[config.mk]
export PLATFORM = sky130hd
export DESIGN_NAME = rf_exec_sequencer_flat
export DESIGN_NICKNAME = d
export VERILOG_FILES = /design/src/rtl/rf_exec_sequencer_if.sv /design/src/rtl/rf_exec_sequencer.sv /design/src/flat_wrapper.sv
export SDC_FILE = /design/constraint.sdc
export NUM_CORES = 1
export LEC_CHECK = 0
export BUFFER_PORTS_ARGS = -buffer_cell sky130_fd_sc_hd__buf_2
export CAP_MARGIN = 20
export CELL_PAD_IN_SITES_DETAIL_PLACEMENT = 0
export CELL_PAD_IN_SITES_GLOBAL_PLACEMENT = 2
export CORE_UTILIZATION = 30
export DETAILED_ROUTE_END_ITERATION = 10
export GPL_TIMING_DRIVEN = 0
export PLACE_DENSITY = 0.82
export SYNTH_ARGS = -nofsm -noshare
export SYNTH_HDL_FRONTEND = slang
export SYNTH_SLANG_ARGS = --single-unit
[constraint.sdc]
create_clock -name clk -period 2.86 [get_ports clk]
set_input_delay 0.572 -clock clk [delete_from_list [all_inputs] [get_ports clk]]
set_output_delay 0.572 -clock clk [all_outputs]
set_load 0.005 [all_outputs]
[src/rtl/rf_exec_sequencer_if.sv]
// Bundle between the execute sequencer, its instruction source and the 4x8 register file:
// the instruction valid/ready handshake plus the register file read and write ports.
interface rf_exec_sequencer_if #(
  parameter int DATA_W = 8,
  parameter int ADDR_W = 2
);
  logic              instr_valid;
  logic              instr_ready;
  logic [7:0]        instr;
  logic [DATA_W-1:0] instr_imm;

  logic [ADDR_W-1:0] rf_out_addr1;
  logic [ADDR_W-1:0] rf_out_addr2;
  logic              rf_read_en;
  logic [DATA_W-1:0] rf_rd_data1;
  logic [DATA_W-1:0] rf_rd_data2;
  logic [ADDR_W-1:0] rf_in_addr;
  logic [DATA_W-1:0] rf_in_data;
  logic              rf_reg_write;

  // The sequencer's view: it accepts instructions and drives the register file.
  modport slave (
    input  instr_valid, instr, instr_imm, rf_rd_data1, rf_rd_data2,
    output instr_ready, rf_out_addr1, rf_out_addr2, rf_read_en,
           rf_in_addr, rf_in_data, rf_reg_write
  );

  // The environment's view: instruction source plus register file.
  modport master (
    output instr_valid, instr, instr_imm, rf_rd_data1, rf_rd_data2,
    input  instr_ready, rf_out_addr1, rf_out_addr2, rf_read_en,
           rf_in_addr, rf_in_data, rf_reg_write
  );
endinterface

[src/rtl/rf_exec_sequencer.sv]
// Four-state execute/write-back sequencer in front of the 4x8 register file:
// IDLE accepts, DECODE reads operands, EXEC computes, WB writes back and retires.
module rf_exec_sequencer #(
  parameter int DATA_W = 8,
  parameter int ADDR_W = 2
) (
  input  logic                clk,
  input  logic                reset,
  rf_exec_sequencer_if.slave  bus,
  output logic                flag_zero,
  output logic                flag_carry,
  output logic                done,
  output logic                illegal
);

  localparam logic [1:0] S_IDLE   = 2'd0;
  localparam logic [1:0] S_DECODE = 2'd1;
  localparam logic [1:0] S_EXEC   = 2'd2;
  localparam logic [1:0] S_WB     = 2'd3;

  localparam logic [3:0] OP_NOP = 4'h0;
  localparam logic [3:0] OP_ADD = 4'h1;
  localparam logic [3:0] OP_SUB = 4'h2;
  localparam logic [3:0] OP_AND = 4'h3;
  localparam logic [3:0] OP_OR  = 4'h4;
  localparam logic [3:0] OP_XOR = 4'h5;
  localparam logic [3:0] OP_NOT = 4'h6;
  localparam logic [3:0] OP_SHL = 4'h7;
  localparam logic [3:0] OP_SHR = 4'h8;
  localparam logic [3:0] OP_MOV = 4'h9;
  localparam logic [3:0] OP_LDI = 4'hA;
  localparam logic [3:0] OP_CMP = 4'hB;

  logic [1:0]        state_q, state_d;
  logic [7:0]        instr_q, instr_d;
  logic [DATA_W-1:0] imm_q, imm_d;
  logic [DATA_W-1:0] op1_q, op1_d;
  logic [DATA_W-1:0] op2_q, op2_d;
  logic [DATA_W-1:0] result_q, result_d;
  logic              carry_res_q, carry_res_d;
  logic              flag_zero_q, flag_zero_d;
  logic              flag_carry_q, flag_carry_d;

  logic [3:0]        opcode;
  logic [ADDR_W-1:0] rd_addr;
  logic [ADDR_W-1:0] rs2_addr;
  logic              op_writes;
  logic              op_sets_flags;
  logic              op_illegal;
  logic [DATA_W:0]   sum_ext;
  logic [DATA_W:0]   diff_ext;
  logic [DATA_W-1:0] alu_result;
  logic              alu_carry;

  assign opcode   = instr_q[7:4];
  assign rd_addr  = instr_q[3:2];
  assign rs2_addr = instr_q[1:0];

  assign op_writes     = (opcode >= OP_ADD) && (opcode <= OP_LDI);
  assign op_sets_flags = ((opcode >= OP_ADD) && (opcode <= OP_SHR)) || (opcode == OP_CMP);
  assign op_illegal    = (opcode > OP_CMP);

  // The extra top bit of the widened sum/difference is the carry-out or borrow.
  assign sum_ext  = {1'b0, op1_q} + {1'b0, op2_q};
  assign diff_ext = {1'b0, op1_q} - {1'b0, op2_q};

  always_comb begin
    alu_result = '0;
    alu_carry  = 1'b0;
    case (opcode)
      OP_ADD: begin
        alu_result = sum_ext[DATA_W-1:0];
        alu_carry  = sum_ext[DATA_W];
      end
      OP_SUB, OP_CMP: begin
        alu_result = diff_ext[DATA_W-1:0];
        alu_carry  = diff_ext[DATA_W];
      end
      OP_AND: alu_result = op1_q & op2_q;
      OP_OR:  alu_result = op1_q | op2_q;
      OP_XOR: alu_result = op1_q ^ op2_q;
      OP_NOT: alu_result = ~op1_q;
      OP_SHL: begin
        alu_result = {op1_q[DATA_W-2:0], 1'b0};
        alu_carry  = op1_q[DATA_W-1];
      end
      OP_SHR: begin
        alu_result = {1'b0, op1_q[DATA_W-1:1]};
        alu_carry  = op1_q[0];
      end
      OP_MOV: alu_result = op2_q;
      OP_LDI: alu_result = imm_q;
      default: begin
        alu_result = '0;
        alu_carry  = 1'b0;
      end
    endcase
  end

  always_comb begin
    state_d      = state_q;
    instr_d      = instr_q;
    imm_d        = imm_q;
    op1_d        = op1_q;
    op2_d        = op2_q;
    result_d     = result_q;
    carry_res_d  = carry_res_q;
    flag_zero_d  = flag_zero_q;
    flag_carry_d = flag_carry_q;
    case (state_q)
      S_IDLE: begin
        if (bus.instr_valid) begin
          instr_d = bus.instr;
          imm_d   = bus.instr_imm;
          state_d = S_DECODE;
        end
      end
      S_DECODE: begin
        op1_d   = bus.rf_rd_data1;
        op2_d   = bus.rf_rd_data2;
        state_d = S_EXEC;
      end
      S_EXEC: begin
        result_d    = alu_result;
        carry_res_d = alu_carry;
        state_d     = S_WB;
      end
      default: begin
        if (op_sets_flags) begin
          flag_zero_d  = (result_q == '0);
          flag_carry_d = carry_res_q;
        end
        state_d = S_IDLE;
      end
    endcase
  end

  always_ff @(posedge clk or negedge reset) begin
    if (!reset) begin
      state_q      <= S_IDLE;
      instr_q      <= '0;
      imm_q        <= '0;
      op1_q        <= '0;
      op2_q        <= '0;
      result_q     <= '0;
      carry_res_q  <= 1'b0;
      flag_zero_q  <= 1'b0;
      flag_carry_q <= 1'b0;
    end else begin
      state_q      <= state_d;
      instr_q      <= instr_d;
      imm_q        <= imm_d;
      op1_q        <= op1_d;
      op2_q        <= op2_d;
      result_q     <= result_d;
      carry_res_q  <= carry_res_d;
      flag_zero_q  <= flag_zero_d;
      flag_carry_q <= flag_carry_d;
    end
  end

  // Reset forces IDLE asynchronously, so a WB write in flight drops at once.
  assign bus.instr_ready  = reset && (state_q == S_IDLE);
  assign bus.rf_read_en   = (state_q == S_DECODE);
  assign bus.rf_out_addr1 = (state_q == S_DECODE) ? rd_addr  : '0;
  assign bus.rf_out_addr2 = (state_q == S_DECODE) ? rs2_addr : '0;
  assign bus.rf_in_addr   = (state_q == S_WB) ? rd_addr  : '0;
  assign bus.rf_in_data   = (state_q == S_WB) ? result_q : '0;
  assign bus.rf_reg_write = (state_q == S_WB) && op_writes;

  assign done       = (state_q == S_WB);
  assign illegal    = (state_q == S_WB) && op_illegal;
  assign flag_zero  = flag_zero_q;
  assign flag_carry = flag_carry_q;

endmodule

[src/flat_wrapper.sv]
// flat-port wrapper written by rule: the top's interface ports become plain ports
module rf_exec_sequencer_flat 
#(
  parameter int DATA_W = 8,
  parameter int ADDR_W = 2
)
  (clk, reset, flag_zero, flag_carry, done, illegal, bus_instr_valid, bus_instr, bus_instr_imm, bus_rf_rd_data1, bus_rf_rd_data2, bus_instr_ready, bus_rf_out_addr1, bus_rf_out_addr2, bus_rf_read_en, bus_rf_in_addr, bus_rf_in_data, bus_rf_reg_write);
  rf_exec_sequencer_if #(.DATA_W(DATA_W), .ADDR_W(ADDR_W)) bus_i ();
  input  logic clk;
  input  logic reset;
  output logic flag_zero;
  output logic flag_carry;
  output logic done;
  output logic illegal;
  input wire logic [$bits(bus_i.instr_valid)-1:0] bus_instr_valid;
  input wire logic [$bits(bus_i.instr)-1:0] bus_instr;
  input wire logic [$bits(bus_i.instr_imm)-1:0] bus_instr_imm;
  input wire logic [$bits(bus_i.rf_rd_data1)-1:0] bus_rf_rd_data1;
  input wire logic [$bits(bus_i.rf_rd_data2)-1:0] bus_rf_rd_data2;
  output wire logic [$bits(bus_i.instr_ready)-1:0] bus_instr_ready;
  output wire logic [$bits(bus_i.rf_out_addr1)-1:0] bus_rf_out_addr1;
  output wire logic [$bits(bus_i.rf_out_addr2)-1:0] bus_rf_out_addr2;
  output wire logic [$bits(bus_i.rf_read_en)-1:0] bus_rf_read_en;
  output wire logic [$bits(bus_i.rf_in_addr)-1:0] bus_rf_in_addr;
  output wire logic [$bits(bus_i.rf_in_data)-1:0] bus_rf_in_data;
  output wire logic [$bits(bus_i.rf_reg_write)-1:0] bus_rf_reg_write;
  assign bus_i.instr_valid = bus_instr_valid;
  assign bus_i.instr = bus_instr;
  assign bus_i.instr_imm = bus_instr_imm;
  assign bus_i.rf_rd_data1 = bus_rf_rd_data1;
  assign bus_i.rf_rd_data2 = bus_rf_rd_data2;
  assign bus_instr_ready = bus_i.instr_ready;
  assign bus_rf_out_addr1 = bus_i.rf_out_addr1;
  assign bus_rf_out_addr2 = bus_i.rf_out_addr2;
  assign bus_rf_read_en = bus_i.rf_read_en;
  assign bus_rf_in_addr = bus_i.rf_in_addr;
  assign bus_rf_in_data = bus_i.rf_in_data;
  assign bus_rf_reg_write = bus_i.rf_reg_write;
  rf_exec_sequencer #(.DATA_W(DATA_W), .ADDR_W(ADDR_W)) u_core (.clk(clk), .reset(reset), .bus(bus_i), .flag_zero(flag_zero), .flag_carry(flag_carry), .done(done), .illegal(illegal));
endmodule
Word level (Yosys, flattened, before mapping)

Cells that the tools add are included.

Bitwise operators: 5
Shift operators: 0
Divide/modulo/power cells: 0
Muxes and demuxes: 8
$lt $le $gt $ge: 4
Reductions and logical operators: 12
Equal/unequal tests: 15
$mul: 0
Add/sub/neg operators: 2

Operators by type and width:

| cell                                                               | number |
|---|---|
| case mux 8 bit (10 select lines)                                   | 1 |
| == test 4 x 3 -> 1 bit (second input constant)                     | 4 |
| == test 4 bit (second input constant)                              | 4 |
| adder 8 x 8 -> 9 bit                                               | 1 |
| subtractor 8 x 8 -> 9 bit                                          | 1 |
| AND 8 bit                                                          | 1 |
| == test 4 x 2 -> 1 bit (second input constant)                     | 2 |
| less-or-equal comparator 4 bit (second input constant)             | 2 |
| zero test 8 bit                                                    | 1 |
| two-way mux 2 bit                                                  | 4 |
| two-way mux 8 bit                                                  | 1 |
| NOT 8 bit                                                          | 1 |
| OR 8 bit                                                           | 1 |
| bitwise XOR 8 bit                                                  | 1 |
| case mux 2 bit (3 select lines)                                    | 1 |
| logical AND 1 bit                                                  | 5 |
| == test 2 bit (second input constant)                              | 2 |
| == test 4 x 1 -> 1 bit (second input constant)                     | 1 |
| greater-or-equal comparator 4 x 1 -> 1 bit (second input constant) | 1 |
| > comparator 4 bit (second input constant)                         | 1 |
| case mux 1 bit (4 select lines)                                    | 1 |
| AND reduction 2 bit                                                | 2 |
| OR reduction 3 bit                                                 | 1 |
| == test 2 x 1 -> 1 bit (second input constant)                     | 1 |
| other kinds (5)                                                    | 5 |

Bits in writable memories: 0
Bits in latches: 0
Logic and storage cells: 55
Memories kept: 0
Input bits: 35
Output and inout port bits: 21
ROM bits: 0
Bits in registers: 45

Depth between registers and ports, before layout

Gate-level depths: netlist of run 1.

Depth after elaboration: 4
Gate-level depth with buffers: 9
Gate-level depth less buffers: 9

Worst setup path after synthesis of run 1

Ideal clock, no wire load.

Path kind: flip-flop to flip-flop
From: register u_core.op2_q[0]
To: register u_core.result_q[6]
Setup slack: 0.784 ns
Arrival time: 1.950 ns
Cell stages (with the launch flop): 10
Required time: 2.734 ns
Buffers on the path: 0
Period minus slack after synthesis: 2.076 ns
Library setup time: 0.126 ns
Path through: dfrtp_1 > ha_1 > inv_1 > fa_1 > nor2b_1 > o21ai_1 > a21o_1 > a21oi_1 > xor2_1 > a221o_1

Longest elaborated chain between the ends: 2
Elaborated cells on any way between the ends: 3

RTL lines:

| what                                                                     | RTL line                                         | text |
|---|---|---|
| start: declaration                                                       | rf_exec_sequencer.sv:38                          | `logic [DATA_W-1:0] op2_q, op2_d;` |
| start signal: assignment                                                 | rf_exec_sequencer.sv:154                         | `op2_q <= op2_d;` |
| subtractor 8 x 8 -> 9 bit / adder 8 x 8 -> 9 bit (equally long branches) | rf_exec_sequencer.sv:65, rf_exec_sequencer.sv:64 |  |
| case mux 8 bit (10 select lines) (*)                                     | rf_exec_sequencer.sv:70                          | `case (opcode)` |
| end signal: assignment                                                   | rf_exec_sequencer.sv:155                         | `result_q <= result_d;` |
| end: declaration                                                         | rf_exec_sequencer.sv:39                          | `logic [DATA_W-1:0] result_q, result_d;` |

Mark *: on every way between the ends. The rest lies on a longest branch, timed or not.
A chain may end at the register's enable or synchronous reset.

Worst setup path in the final report of run 1

From: register u_core.op1_q[0]
To: register u_core.result_q[6]

Longest elaborated chain between the ends: 2
Elaborated cells on any way between the ends: 3

RTL lines:

| what                                                                     | RTL line                                         | text |
|---|---|---|
| start: declaration                                                       | rf_exec_sequencer.sv:37                          | `logic [DATA_W-1:0] op1_q, op1_d;` |
| start signal: assignment                                                 | rf_exec_sequencer.sv:153                         | `op1_q <= op1_d;` |
| subtractor 8 x 8 -> 9 bit / adder 8 x 8 -> 9 bit (equally long branches) | rf_exec_sequencer.sv:65, rf_exec_sequencer.sv:64 |  |
| case mux 8 bit (10 select lines) (*)                                     | rf_exec_sequencer.sv:70                          |  |

Marks and branches as above.

==> insert_results.sql, run 1 <==
INSERT INTO impl_metrics (metric_group, metric, value, unit) VALUES
('synth', 'syn-num-nets', '451', ''),
('clocking', 'cts-root-to-sink-buffers', '2', ''),
('route', 'detail_route.first_pass.iterations', '5', ''),
('critical_path', 'reg2reg_depth', '9', ''),
('clocking', 'root_buffer', 'sky130_fd_sc_hd__clkbuf_16', ''),
('sta', 'min_period_over_period', '86.3', '%'),
('synth', 'multiplexer_share_of_the_synthesized_area', '8.60', '%'),
('critical_path', 'worstSetupStartpointType', 'flop', ''),
('route', 'detail-route-antenna-nets', '0', ''),
('global_route', 'grt-ovfl-total', '0', ''),
('route', 'drt-total-wl', '10300', 'microns'),
('critical_path', 'worstPathMaxFanout', '5', ''),
('power', 'comb_power_share', '65.4', '%'),
('synth', 'ys_seq_elements', '45', ''),
('synth', 'xor_and_xnor_fraction_of_the_mapped_netlist_area', '2.52', '%'),
('synth', 'ys.flop_type', 'sky130_fd_sc_hd__dfrtp_1', ''),
('global_route', 'grt_max_degree', '47', ''),
('global_route', 'wire_length_of_the_first_global_routing_pass', '16600', 'microns'),
('clocking', 'post_cts_hold_buffer_count', '0', ''),
('final_layout', 'final_core_utilization', '37.0', '%'),
('route', 'via_count', '3023', ''),
('sta', 'unrepaired_setup_endpoints_after_global_routing', 'no', ''),
('synth', 'post_synth_fa_ha_maj_area_fraction', '11.9', '%'),
('clocking', 'clock_sinks', '45', ''),
('place', 'hpwl', '8100', 'microns'),
('sta', 'final.hold.worst_slack', '0.147', 'ns'),
('synth', 'synth_area_per_cell', '9.05', 'sq um'),
('synth', 'ys_types', '60', ''),
('sta', 'relSlewSlack', '65.4', '%'),
('power', 'seqPwrFrac', '23.3', '%'),
('clocking', 'clock_latency_at_the_later_pin_of_the_worst_skew_pair', '0.30', 'ns'),
('die', 'design.core.area', '11100', 'sq um'),
('synth', 'synthesis.area', '3480', 'sq um'),
('die', 'start_util', '31.4', '%'),
('final_layout', 'area_growth_syn_to_layout', '17.7', '%'),
('route', 'vias_per_cell', '5.14', ''),
('critical_path', 'r2r_setup_slack', '0.39', 'ns'),
('die', 'die_width', '110', 'microns'),
('flow_run', 'drv.max_cap_violation_count', '0', ''),
('final_layout', 'final_nets', '514', ''),
('clocking', 'h-tree-depth', '2', ''),
('critical_path', 'end_kind', 'flop', ''),
('synth', 'synth_edf_count', '0', ''),
('place', 'dp_cells', '579', ''),
('clocking', 'cts_inserted_buffers', '5', ''),
('sta', 'setup_total_negative_slack', '0', 'ns'),
('synth', 'synth_top_area_cell', 'sky130_fd_sc_hd__dfrtp_1', ''),
('die', 'row_count', '38', ''),
('critical_path', 'crit_required', '3.04', 'ns'),
('final_layout', 'layoutNonFillerInstCount', '588', ''),
('sta', 'fmax', '405', 'MHz'),
('synth', 'synth_commonest_cells', '45 x sky130_fd_sc_hd__dfrtp_1, 38 x sky130_fd_sc_hd__nand2_1, 30 x sky130_fd_sc_hd__ha_1, 28 x sky130_fd_sc_hd__inv_1, 24 x sky130_fd_sc_hd__o21ai_0', ''),
('sta', 'worst_clock_skew_on_the_final_layout', '0.00310', 'ns'),
('global_route', 'global_route.usage.total', '18.5', '%'),
('power', 'power.share.switching', '49.1', '%'),
('critical_path', 'worstReg2RegEnd', 'u_core.result_q[6]$_DFFE_PN0N_', ''),
('power', 'cellPowerDensity', '1300', 'nW/um^2'),
('power', 'cell_internal_pwr', '0.00270', 'W'),
('sta', 'report.final.setup_viol', '0', ''),
('critical_path', 'reg2reg_from', 'u_core.op1_q[0]$_DFFE_PN0P_', ''),
('clocking', 'clk_pin_slew', '0.07', 'ns'),
('synth', 'syn_inst', '384', ''),
('power', 'power.switching', '0.00261', 'W'),
('clocking', 'tritoncts', 'done', ''),
('synth', 'yosys-top-cells-area', 'sky130_fd_sc_hd__dfrtp_1 32%, sky130_fd_sc_hd__ha_1 11%, sky130_fd_sc_hd__mux2_2 5.5%', ''),
('critical_path', 'crit_arrival', '2.65', 'ns'),
('power', 'vdd_drop_max', '0.397', 'mV'),
('sta', 'slew_violations', '0', ''),
('global_route', 'antenna_found_initial', '0', ''),
('sta', 'tightest_slew', '0.518', 'ns'),
('outcome', 'outcome', 'finished, final reports clean', '');
## critical path, stage by stage (launching register included)
cell	delay, ns
sky130_fd_sc_hd__dfrtp_1	0.45
sky130_fd_sc_hd__ha_1	0.27
sky130_fd_sc_hd__inv_1	0.07
sky130_fd_sc_hd__fa_1	0.42
sky130_fd_sc_hd__nor2b_1	0.13
sky130_fd_sc_hd__o21ai_1	0.13
sky130_fd_sc_hd__a21o_1	0.23
sky130_fd_sc_hd__a21oi_1	0.21
sky130_fd_sc_hd__xor2_1	0.10
sky130_fd_sc_hd__a221o_1	0.33
## flip-flops by register name, summed over array words and instances, names as in the netlist
signal,cells
u_core.imm_q,8
u_core.instr_q,8
u_core.op1_q,8
u_core.op2_q,8
u_core.result_q,8
u_core.state_q,2
u_core.carry_res_q,1
u_core.flag_carry,1
u_core.flag_zero,1
## cell type report
| cell class | instances | area [sq um] |
|---|---|---|
| inverter | 30 | 113 |
| timing repair buffer | 56 | 295 |
| clock buffer | 5 | 125 |
| buffer | 22 | 138 |
| multi-input combinational | 287 | 2100 |
| clock inverter | 3 | 21.3 |
| fill | 1169 | 6980 |
| sequential | 45 | 1130 |
| tap | 140 | 175 |
## worst max path at each step
stage,start,end,cells past startpoint
finish,u_core.op1_q[0]$_DFFE_PN0P_,u_core.result_q[6]$_DFFE_PN0N_,9
global route,u_core.op1_q[0]$_DFFE_PN0P_,u_core.result_q[6]$_DFFE_PN0N_,9
CTS,u_core.op1_q[0]$_DFFE_PN0P_,u_core.result_q[6]$_DFFE_PN0N_,9
detailed placement,u_core.op1_q[0]$_DFFE_PN0P_,u_core.result_q[6]$_DFFE_PN0N_,9
global placement,u_core.op1_q[0]$_DFFE_PN0P_,u_core.result_q[6]$_DFFE_PN0N_,9
floorplan,u_core.op2_q[0]$_DFFE_PN0P_,u_core.result_q[6]$_DFFE_PN0N_,9
## metal layers
metal,track usage (%),vias to the layer above,share of wire [%]
li1,-,1487,-
met1,24.1,1445,46
met4,7.24,0,2.0
met2,30.6,78,49
met3,2.67,13,3.7
met5,0,-,0
## logic make-up (layout without fill, tap and decap cells)
logic type      after synthesis  in the layout
fa+ha+maj                    32             32
compound gates              104            104
simple gates                116            116
flops                        45             45
buf+inv                      52            116
mux                          25             25
xor+xnor                     10             10
## power by group through the flow
stage | combinational [W] | sequential (W) | clock, W
after detailed placement | 0.00345 | 0.00125 | 0
after global routing | 0.00388 | 0.00128 | 0.000634
final | 0.00348 | 0.00124 | 0.000599
after CTS | 0.00347 | 0.00124 | 0.000605
after floorplan | 0.00253 | 0.00114 | 0
after global placement | 0.00342 | 0.00124 | 0
## cells in the final DEF, fill, tap and decap left out, drive strengths merged, types with 4 or more instances in the layout
master | netlist | routed
buf | 15 | 71
dfrtp | 45 | 45
nand2 | 39 | 39
o21ai | 31 | 31
ha | 30 | 30
inv | 29 | 30
a21oi | 19 | 19
mux2 | 19 | 19
nor2 | 16 | 16
and2 | 15 | 15
clkbuf | 7 | 12
nand3 | 10 | 10
nor2b | 9 | 9
o211ai | 7 | 7
xnor2 | 7 | 7
a22oi | 6 | 6
a211oi | 6 | 6
a31oi | 5 | 5
nor3 | 5 | 5
nand2b | 5 | 5
and3 | 4 | 4
mux2i | 4 | 4
## per-stage QoR
stage	power, W	setup slack (ns)	cell area, sq um
after floorplan	0.00367	0.784	3480
after global placement	0.00466	0.467	3930
after detailed placement	0.00470	0.423	3930
after CTS	0.00531	0.401	4070
after global routing	0.00579	0.250	4090
final	0.00531	0.391	4090
No activity file was read; power rests on OpenSTA's default activity.
==> run 2: changes to the inputs <==
Settings changed: ABC_AREA from default to 1, CORE_MARGIN from default to 1.5, CORE_UTILIZATION 30 to 28, PLACE_DENSITY 0.82 to 0.86.
Clock period 2.86 ns to 2.1 ns, I/O delays scaled along.
==> run 2 against run 1 <==
Against the previous run: die area increased by 7.2%; hold slack got worse by 0.045 ns; via count grew 9.0%; sequential power grew 32%; highest routed layer unchanged; critical endpoint is now u_core.result_q[4]$_DFFE_PN0N_; clock skew grew 0.0021 ns; critical path depth is 2 higher; utilization down 2.6 points; clock-buffer cell count stayed put; cell area is 0.49% higher.
==> insert_results.sql, run 2 <==
INSERT INTO impl_metrics (metric_group, metric, value, unit) VALUES
('route', 'initialDrtViolationCount', '148', ''),
('global_route', 'grt_max_degree', '47', ''),
('synth', 'ys_types', '32', ''),
('synth', 'ys_seq_elements', '45', ''),
('sta', 'unrepaired_setup_endpoints_after_global_routing', 'yes', ''),
('global_route', 'grt-ovfl-total', '0', ''),
('route', 'drc', '0', ''),
('power', 'p_clk_share', '12.3', '%'),
('die', 'die_width', '114', 'microns'),
('synth', 'syn-num-nets', '560', ''),
('synth', 'synth_edf_count', '0', ''),
('global_route', 'first_global_vias', '3193', ''),
('critical_path', 'cp_num_buf_inv', '2', ''),
('synth', 'yosysTopAreaCellShare', '32.9', '%'),
('critical_path', 'critical_path_class', 'reg2reg', ''),
('clocking', 'cts_inserted_buffers', '5', ''),
('clocking', 'root_buffer', 'sky130_fd_sc_hd__clkbuf_16', ''),
('clocking', 'h-tree-depth', '2', ''),
('power', 'seqPwrFrac', '25.4', '%'),
('flow_run', 'drv.max_cap_violation_count', '0', ''),
('synth', 'ys.flop_type', 'sky130_fd_sc_hd__dfrtp_1', ''),
('final_layout', 'drive_gt1_share', '21.4', '%'),
('power', 'power.switching', '0.00328', 'W'),
('die', 'die_height', '114', 'microns'),
('power', 'leakagePower', '2.20', 'nW'),
('critical_path', 'cp_slowest_stage_delay', '0.43', 'ns'),
('sta', 'worst_clock_skew_on_the_final_layout', '0.00516', 'ns'),
('sta', 'setup_total_negative_slack', '0', 'ns'),
('place', 'routabilityCongestion', '0.917', ''),
('global_route', 'antenna_found_initial', '0', ''),
('synth', 'synth_area_per_cell', '6.94', 'sq um'),
('synth', 'yosys-top-cells-area', 'sky130_fd_sc_hd__dfrtp_1 33%, sky130_fd_sc_hd__nand2_1 18%, sky130_fd_sc_hd__ha_1 11%', ''),
('critical_path', 'crit_required', '2.27', 'ns'),
('synth', 'synth_top_area_cell', 'sky130_fd_sc_hd__dfrtp_1', ''),
('sta', 'final.hold.worst_slack', '0.101', 'ns'),
('critical_path', 'worstPathMaxFanout', '5', ''),
('final_layout', 'most_common_cell_after_layout_fill_and_taps_aside', 'sky130_fd_sc_hd__nand2_1', ''),
('sta', 'relSlewSlack', '62.7', '%'),
('place', 'hpwl', '8020', 'microns'),
('power', 'vdd_drop_max', '0.600', 'mV'),
('sta', 'postLayoutSetupSlackWorst', '0.0674', 'ns'),
('final_layout', 'area_growth_syn_to_layout', '20.3', '%'),
('route', 'detail_route.wl_per_cell', '14.2', 'microns'),
('clocking', 'tritoncts', 'done', ''),
('die', 'io_pins', '56', ''),
('route', 'vias_per_cell', '4.65', ''),
('synth', 'syn_inst', '493', ''),
('min_path', 'min_path_type', 'in2async', ''),
('route', 'detail_route.first_pass.iterations', '4', ''),
('place', 'buffer_ports.inserted', '55', ''),
('sta', 'timing.final.crit_period', '2.03', 'ns'),
('synth', 'synthesis.area', '3420', 'sq um'),
('global_route', 'global_route.usage.total', '16.3', '%'),
('die', 'start_util', '28.6', '%'),
('power', 'power.share.switching', '51.0', '%'),
('critical_path', 'crit_arrival', '2.20', 'ns'),
('critical_path', 'cpMostUsedCell', 'sky130_fd_sc_hd__nand2_1', ''),
('route', 'detail-route-antenna-nets', '0', ''),
('critical_path', 'end_kind', 'flop', ''),
('final_layout', 'mostFrequentLayoutCells', '162 x sky130_fd_sc_hd__nand2_1, 62 x sky130_fd_sc_hd__inv_1, 60 x sky130_fd_sc_hd__buf_2', ''),
('sta', 'slew_violations', '0', ''),
('sta', 'final_hold_viol_count', '0', ''),
('final_layout', 'antenna_cells_inserted', '0', ''),
('die', 'row_count', '40', ''),
('power', 'cell_internal_pwr', '0.00315', 'W'),
('route', 'via_count', '3296', ''),
('clocking', 'clk_pin_slew', '0.07', 'ns'),
('sta', 'fmax', '492', 'MHz'),
('power', 'cellPowerDensity', '1560', 'nW/um^2'),
('die', 'design.core.area', '12000', 'sq um'),
('synth', 'synth-seq-area-share', '32.9', '%'),
('synth', 'yosysWarningCount', '0', ''),
('final_layout', 'final_nets', '628', ''),
('power', 'comb_power_share', '62.2', '%'),
('critical_path', 'crit_path_top_delay_cell', 'sky130_fd_sc_hd__dfrtp_2', ''),
('critical_path', 'worst_path_dominant_cell_family', 'simple AND/OR/NAND/NOR gates', ''),
('synth', 'yosys.cell_count.top_type', 'sky130_fd_sc_hd__nand2_1', ''),
('clocking', 'clock_sinks', '45', ''),
('sta', 'report.final.setup_viol', '0', ''),
('global_route', 'wire_length_of_the_first_global_routing_pass', '16400', 'microns'),
('critical_path', 'cp_cell_sequence', 'clkinvlp_4, fa_2, inv_1, nand2_1, nand2_1, and2_1, nand2_1, nand2_1, o21ai_0, o21ai_1, nand2_1', ''),
('sta', 'tightest_slew', '0.559', 'ns'),
('critical_path', 'worstSetupStartpointType', 'flop', ''),
('clocking', 'clock_latency_at_the_later_pin_of_the_worst_skew_pair', '0.29', 'ns'),
('sta', 'min_period_over_period', '96.8', '%'),
('route', 'drt-total-wl', '10100', 'microns'),
('place', 'dp_slack', '-0.301', 'ns'),
('clocking', 'cts-root-to-sink-buffers', '2', ''),
('synth', 'async_flop_share', '100', '%'),
('die', 'die_area', '12900', 'sq um'),
('synth', 'synth_commonest_cells', '163 x sky130_fd_sc_hd__nand2_1, 65 x sky130_fd_sc_hd__inv_1, 45 x sky130_fd_sc_hd__dfrtp_1, 36 x sky130_fd_sc_hd__nor2_1, 33 x sky130_fd_sc_hd__o21ai_0', ''),
('outcome', 'outcome', 'finished, final reports clean', '');
==> run 2: cell count changes in the layout (fill, tap and decap cells not counted), moves of 6 or more <==
cell / delta
sky130_fd_sc_hd__nor2_1: +21
sky130_fd_sc_hd__a22oi_1: -6
sky130_fd_sc_hd__nor2b_1: -9
sky130_fd_sc_hd__inv_2: +8
sky130_fd_sc_hd__nand2_1: +124
sky130_fd_sc_hd__o211ai_1: -6
sky130_fd_sc_hd__a21oi_1: -6
sky130_fd_sc_hd__inv_1: +34
sky130_fd_sc_hd__buf_4: +6
sky130_fd_sc_hd__and2_1: -14
sky130_fd_sc_hd__xnor2_1: -7
sky130_fd_sc_hd__nand3_1: +16
sky130_fd_sc_hd__o21ai_0: +9
==> run 2: cell type report <==
| class | count | area, sq um |
|---|---|---|
| Fill cell | 1286 | 7850 |
| Multi-Input combinational cell | 363 | 1980 |
| Sequential cell | 45 | 1130 |
| Timing Repair Buffer | 62 | 340 |
| Inverter | 73 | 278 |
| Tap cell | 147 | 184 |
| Clock buffer | 5 | 125 |
| Buffer | 11 | 52.6 |
| Clock inverter | 3 | 21.3 |
==> run 2: worst paths after layout <==
check	from	endpoint	slack, ns	cells after the start
max	u_core.op1_q[1]$_DFFE_PN0P_	u_core.result_q[4]$_DFFE_PN0N_	0.07	11
min	reset	u_core.instr_q[2]$_DFFE_PN0P_	0.10	1
max reg2reg	u_core.op1_q[1]$_DFFE_PN0P_	u_core.result_q[4]$_DFFE_PN0N_	0.07	11
min reg2reg	u_core.carry_res_q$_DFFE_PN0N_	u_core.carry_res_q$_DFFE_PN0N_	0.49	2
max in group asynchronous	reset	u_core.op1_q[4]$_DFFE_PN0P_	1.47	2
min in group clk	bus_rf_rd_data1[2]	u_core.op1_q[2]$_DFFE_PN0P_	0.33	3
==> run 2: routing by layer <==
metal	global-route usage, %	routed length [microns]	share of wire [%]	vias to the layer above
li1	-	-	-	1692
met1	21.6	4650	46	1524
met2	28.2	4870	48	69
met3	2.39	416	4.1	11
met4	3.83	121	1.2	0
met5	0	0	0	-
==> run 2: kinds of logic (layout without fill, tap and decap cells) <==
group | count (synthesis) | count (layout) | share of synthesized area (%)
fa+ha+maj | 32 | 32 | 12.1
mux | 12 | 12 | 3.95
simple gates | 251 | 251 | 30.8
compound gates | 68 | 68 | 10.7
buf+inv | 85 | 154 | 9.51
flops | 45 | 45 | 32.9
==> run 2: what timing repair did <==
| item | 4_1_cts | 5_1_grt |
|---|---|---|
| hold buffers | 0 | 0 |
| cloned | 0 | 0 |
| endpoints found under the setup margin | 4 | 19 |
| setup buffers | 0 | 6 |
| resized for setup | 5 | 14 |
| pin swaps | 0 | 2 |
==> run 2: power groups by stage <==
stage                     Sequential, W  Combinational [W]  Clock [W]
after floorplan                 0.00155            0.00279          0
after global placement          0.00163            0.00385          0
after detailed placement        0.00165            0.00389          0
after CTS                       0.00164            0.00393   0.000819
after global routing            0.00170            0.00462   0.000851
final                           0.00164            0.00400   0.000793
==> run 2: worst register-to-register path, stage by stage (launching register included) <==
cell and delay [ns]:
sky130_fd_sc_hd__dfrtp_2 0.43, sky130_fd_sc_hd__clkinvlp_4 0.18, sky130_fd_sc_hd__fa_2 0.42, sky130_fd_sc_hd__inv_1 0.07, sky130_fd_sc_hd__nand2_1 0.06, sky130_fd_sc_hd__nand2_1 0.12, sky130_fd_sc_hd__and2_1 0.15, sky130_fd_sc_hd__nand2_1 0.06
sky130_fd_sc_hd__nand2_1 0.05, sky130_fd_sc_hd__o21ai_0 0.07, sky130_fd_sc_hd__o21ai_1 0.23, sky130_fd_sc_hd__nand2_1 0.08
==> run 2: stage by stage <==
step	cells	utilization [%]	total power (W)	area (sq um)
floorplan	493	-	0.00434	3420
global placement	695	32.4	0.00548	3880
detailed placement	695	32.4	0.00554	3880
CTS	703	33.8	0.00639	4040
global route	709	34.4	0.00717	4110
finish	709	34.4	0.00643	4110
==> run 3: changes to the inputs <==
Settings changed: ABC_CLOCK_PERIOD_IN_PS from default to 2100, MAX_ROUTING_LAYER from default to met4, PLACE_DENSITY 0.86 to default, PLACE_DENSITY_LB_ADDON from default to 0.15.
==> run 3 against run 2 <==
Against the previous run: combinational power rose by 2%; global-route usage up 2.1 points; cell count is 0.14% lower; sequential power about the same; first-iteration DRC count up 1.4%; hold slack worse by 0.097 ns; critical path type unchanged; clock skew decreased by 0.0014 ns; register-to-register slack improved by 0.08 ns; critical path depth increased by 1.
==> insert_results.sql, run 3 (synthesis results as in run 2) <==
INSERT INTO impl_metrics (metric_group, metric, value, unit) VALUES
('route', 'drc', '0', ''),
('die', 'die_height', '114', 'microns'),
('die', 'design.core.area', '12000', 'sq um'),
('sta', 'tightest_slew', '0.569', 'ns'),
('sta', 'slew_violations', '0', ''),
('final_layout', 'final_nets', '627', ''),
('final_layout', 'antenna_cells_inserted', '0', ''),
('power', 'vdd_drop_max', '0.510', 'mV'),
('die', 'io_pins', '56', ''),
('sta', 'postLayoutSetupSlackWorst', '0.147', 'ns'),
('min_path', 'min_path_type', 'in2async', ''),
('critical_path', 'crit_required', '2.27', 'ns'),
('sta', 'min_period_over_period', '93.0', '%'),
('final_layout', 'ff_latch_area', '1130', 'sq um'),
('global_route', 'grt.busiest_layer', 'met2', ''),
('place', 'routabilityCongestion', '0.833', ''),
('critical_path', 'critical_path_class', 'reg2reg', ''),
('sta', 'setup_total_negative_slack', '0', 'ns'),
('global_route', 'wire_length_of_the_first_global_routing_pass', '17600', 'microns'),
('route', 'via_count', '3265', ''),
('critical_path', 'crit_arrival', '2.13', 'ns'),
('outcome', 'outcome', 'finished, final reports clean', ''),
('global_route', 'antenna_found_initial', '0', ''),
('clocking', 'root_buffer', 'sky130_fd_sc_hd__clkbuf_16', ''),
('final_layout', 'area_growth_syn_to_layout', '19.9', '%'),
('clocking', 'clk_pin_slew', '0.07', 'ns'),
('critical_path', 'worstPathMaxFanout', '3', ''),
('route', 'initialDrtViolationCount', '150', ''),
('power', 'leakagePower', '2.19', 'nW'),
('global_route', 'first_global_vias', '3292', ''),
('global_route', 'global_route.usage.total', '18.4', '%'),
('final_layout', 'final_core_utilization', '34.3', '%'),
('route', 'detail_route.wl_per_cell', '15.2', 'microns'),
('clocking', 'h-tree-depth', '2', ''),
('place', 'dp_slack', '-0.271', 'ns'),
('final_layout', 'final_cell_area', '4100', 'sq um'),
('route', 'drt-total-wl', '10800', 'microns'),
('die', 'row_count', '40', ''),
('final_layout', 'mostFrequentLayoutCells', '161 x sky130_fd_sc_hd__nand2_1, 60 x sky130_fd_sc_hd__buf_2, 57 x sky130_fd_sc_hd__inv_1', ''),
('route', 'detail_route.first_pass.iterations', '4', ''),
('global_route', 'grtUsageMet2', '29.2', '%'),
('clocking', 'cts_inserted_buffers', '5', ''),
('critical_path', 'r2r_setup_slack', '0.15', 'ns'),
('clocking', 'cts-root-to-sink-buffers', '2', ''),
('sta', 'timing.final.crit_period', '1.95', 'ns'),
('place', 'hpwl', '8690', 'microns'),
('power', 'cellPowerDensity', '1580', 'nW/um^2'),
('final_layout', 'nFillCells', '1362', ''),
('sta', 'worst_clock_skew_on_the_final_layout', '0.00371', 'ns'),
('place', 'buffer_ports.inserted', '55', ''),
('critical_path', 'end_kind', 'flop', ''),
('route', 'detail-route-antenna-nets', '0', ''),
('clocking', 'clock_latency_at_the_later_pin_of_the_worst_skew_pair', '0.29', 'ns'),
('sta', 'final_hold_viol_count', '0', ''),
('route', 'vias_per_cell', '4.61', ''),
('clocking', 'post_cts_hold_buffer_count', '0', ''),
('global_route', 'met1_usage', '25.4', '%'),
('clocking', 'clock_sinks', '45', ''),
('final_layout', 'drive_gt1_share', '22.1', '%'),
('global_route', 'met3_usage', '2.13', '%'),
('sta', 'relSlewSlack', '62.0', '%'),
('die', 'start_util', '28.6', '%'),
('critical_path', 'worstSetupStartpointType', 'flop', ''),
('die', 'die_width', '114', 'microns'),
('global_route', 'grt-ovfl-total', '0', ''),
('final_layout', 'multi_input_area', '1990', 'sq um'),
('sta', 'final.hold.worst_slack', '0.00411', 'ns'),
('final_layout', 'most_common_cell_after_layout_fill_and_taps_aside', 'sky130_fd_sc_hd__nand2_1', ''),
('sta', 'fmax', '512', 'MHz'),
('flow_run', 'drv.max_cap_violation_count', '0', ''),
('place', 'dpl_cell_area', '3900', 'sq um'),
('die', 'die_area', '12900', 'sq um'),
('sta', 'report.final.setup_viol', '0', ''),
('sta', 'unrepaired_setup_endpoints_after_global_routing', 'yes', ''),
('clocking', 'tritoncts', 'done', ''),
('global_route', 'grt_max_degree', '37', '');
==> run 3: critical path, stage by stage, from the launching register on <==
cell                      delay (ns)
sky130_fd_sc_hd__dfrtp_1        0.39
sky130_fd_sc_hd__ha_2           0.21
sky130_fd_sc_hd__inv_1          0.06
sky130_fd_sc_hd__fa_2           0.35
sky130_fd_sc_hd__inv_1          0.06
sky130_fd_sc_hd__nand2_1        0.09
sky130_fd_sc_hd__nand2_2        0.09
sky130_fd_sc_hd__and2_1         0.14
sky130_fd_sc_hd__nand2_1        0.05
sky130_fd_sc_hd__nand2_1        0.05
sky130_fd_sc_hd__o21ai_0        0.07
sky130_fd_sc_hd__o21ai_1        0.21
sky130_fd_sc_hd__nand2_1        0.07
==> run 3: power breakdown <==
part / internal [W] / switching (W) / total [W]
Combinational: 0.00143 / 0.00264 / 0.00406
Clock: 0.000443 / 0.000353 / 0.000796
Sequential: 0.00128 / 0.000348 / 0.00163
Total: 0.00315 / 0.00334 / 0.00649
==> run 3: repair_timing <==
| item | CTS | global route |
|---|---|---|
| resized for setup | 7 | 19 |
| endpoints found under the setup margin | 5 | 19 |
| pin swaps | 1 | 2 |
| setup buffers | 2 | 3 |
==> run 3: final cells by class <==
class,instances,share of cell area (%)
inverter,73,6.68
sequential,45,27.5
multi-input combinational,363,48.5
buffer,11,1.28
tap,147,4.48
clock buffer,7,3.23
clock inverter,1,0.183
timing repair buffer,61,8.11
==> run 3: stage by stage <==
step,total power (W),std cells
2_1_floorplan,0.00434,493
3_3_place_gp,0.00558,695
3_5_place_dp,0.00562,696
4_1_cts,0.00650,706
5_1_grt,0.00724,708
6_report,0.00649,708
==> run 3: routing by layer <==
layer	vias to the layer above	routed length [microns]
li1	1687	-
met1	1520	5430
met2	51	4920
met3	7	297
met4	0	123
met5	-	0
==> run 3: path summary, 6_finish.rpt <==
path                                                 from                        endpoint  cells past startpoint
setup / recovery              u_core.op1_q[0]$_DFFE_PN0P_  u_core.result_q[4]$_DFFE_PN0N_                     12
hold / removal                                      reset  u_core.result_q[4]$_DFFE_PN0N_                      1
setup reg to reg              u_core.op1_q[0]$_DFFE_PN0P_  u_core.result_q[4]$_DFFE_PN0N_                     12
hold reg to reg            u_core.carry_res_q$_DFFE_PN0N_  u_core.carry_res_q$_DFFE_PN0N_                      2
max in group asynchronous                           reset     u_core.op1_q[3]$_DFFE_PN0P_                      2
min in group clk                       bus_rf_rd_data1[3]     u_core.op1_q[3]$_DFFE_PN0P_                      3
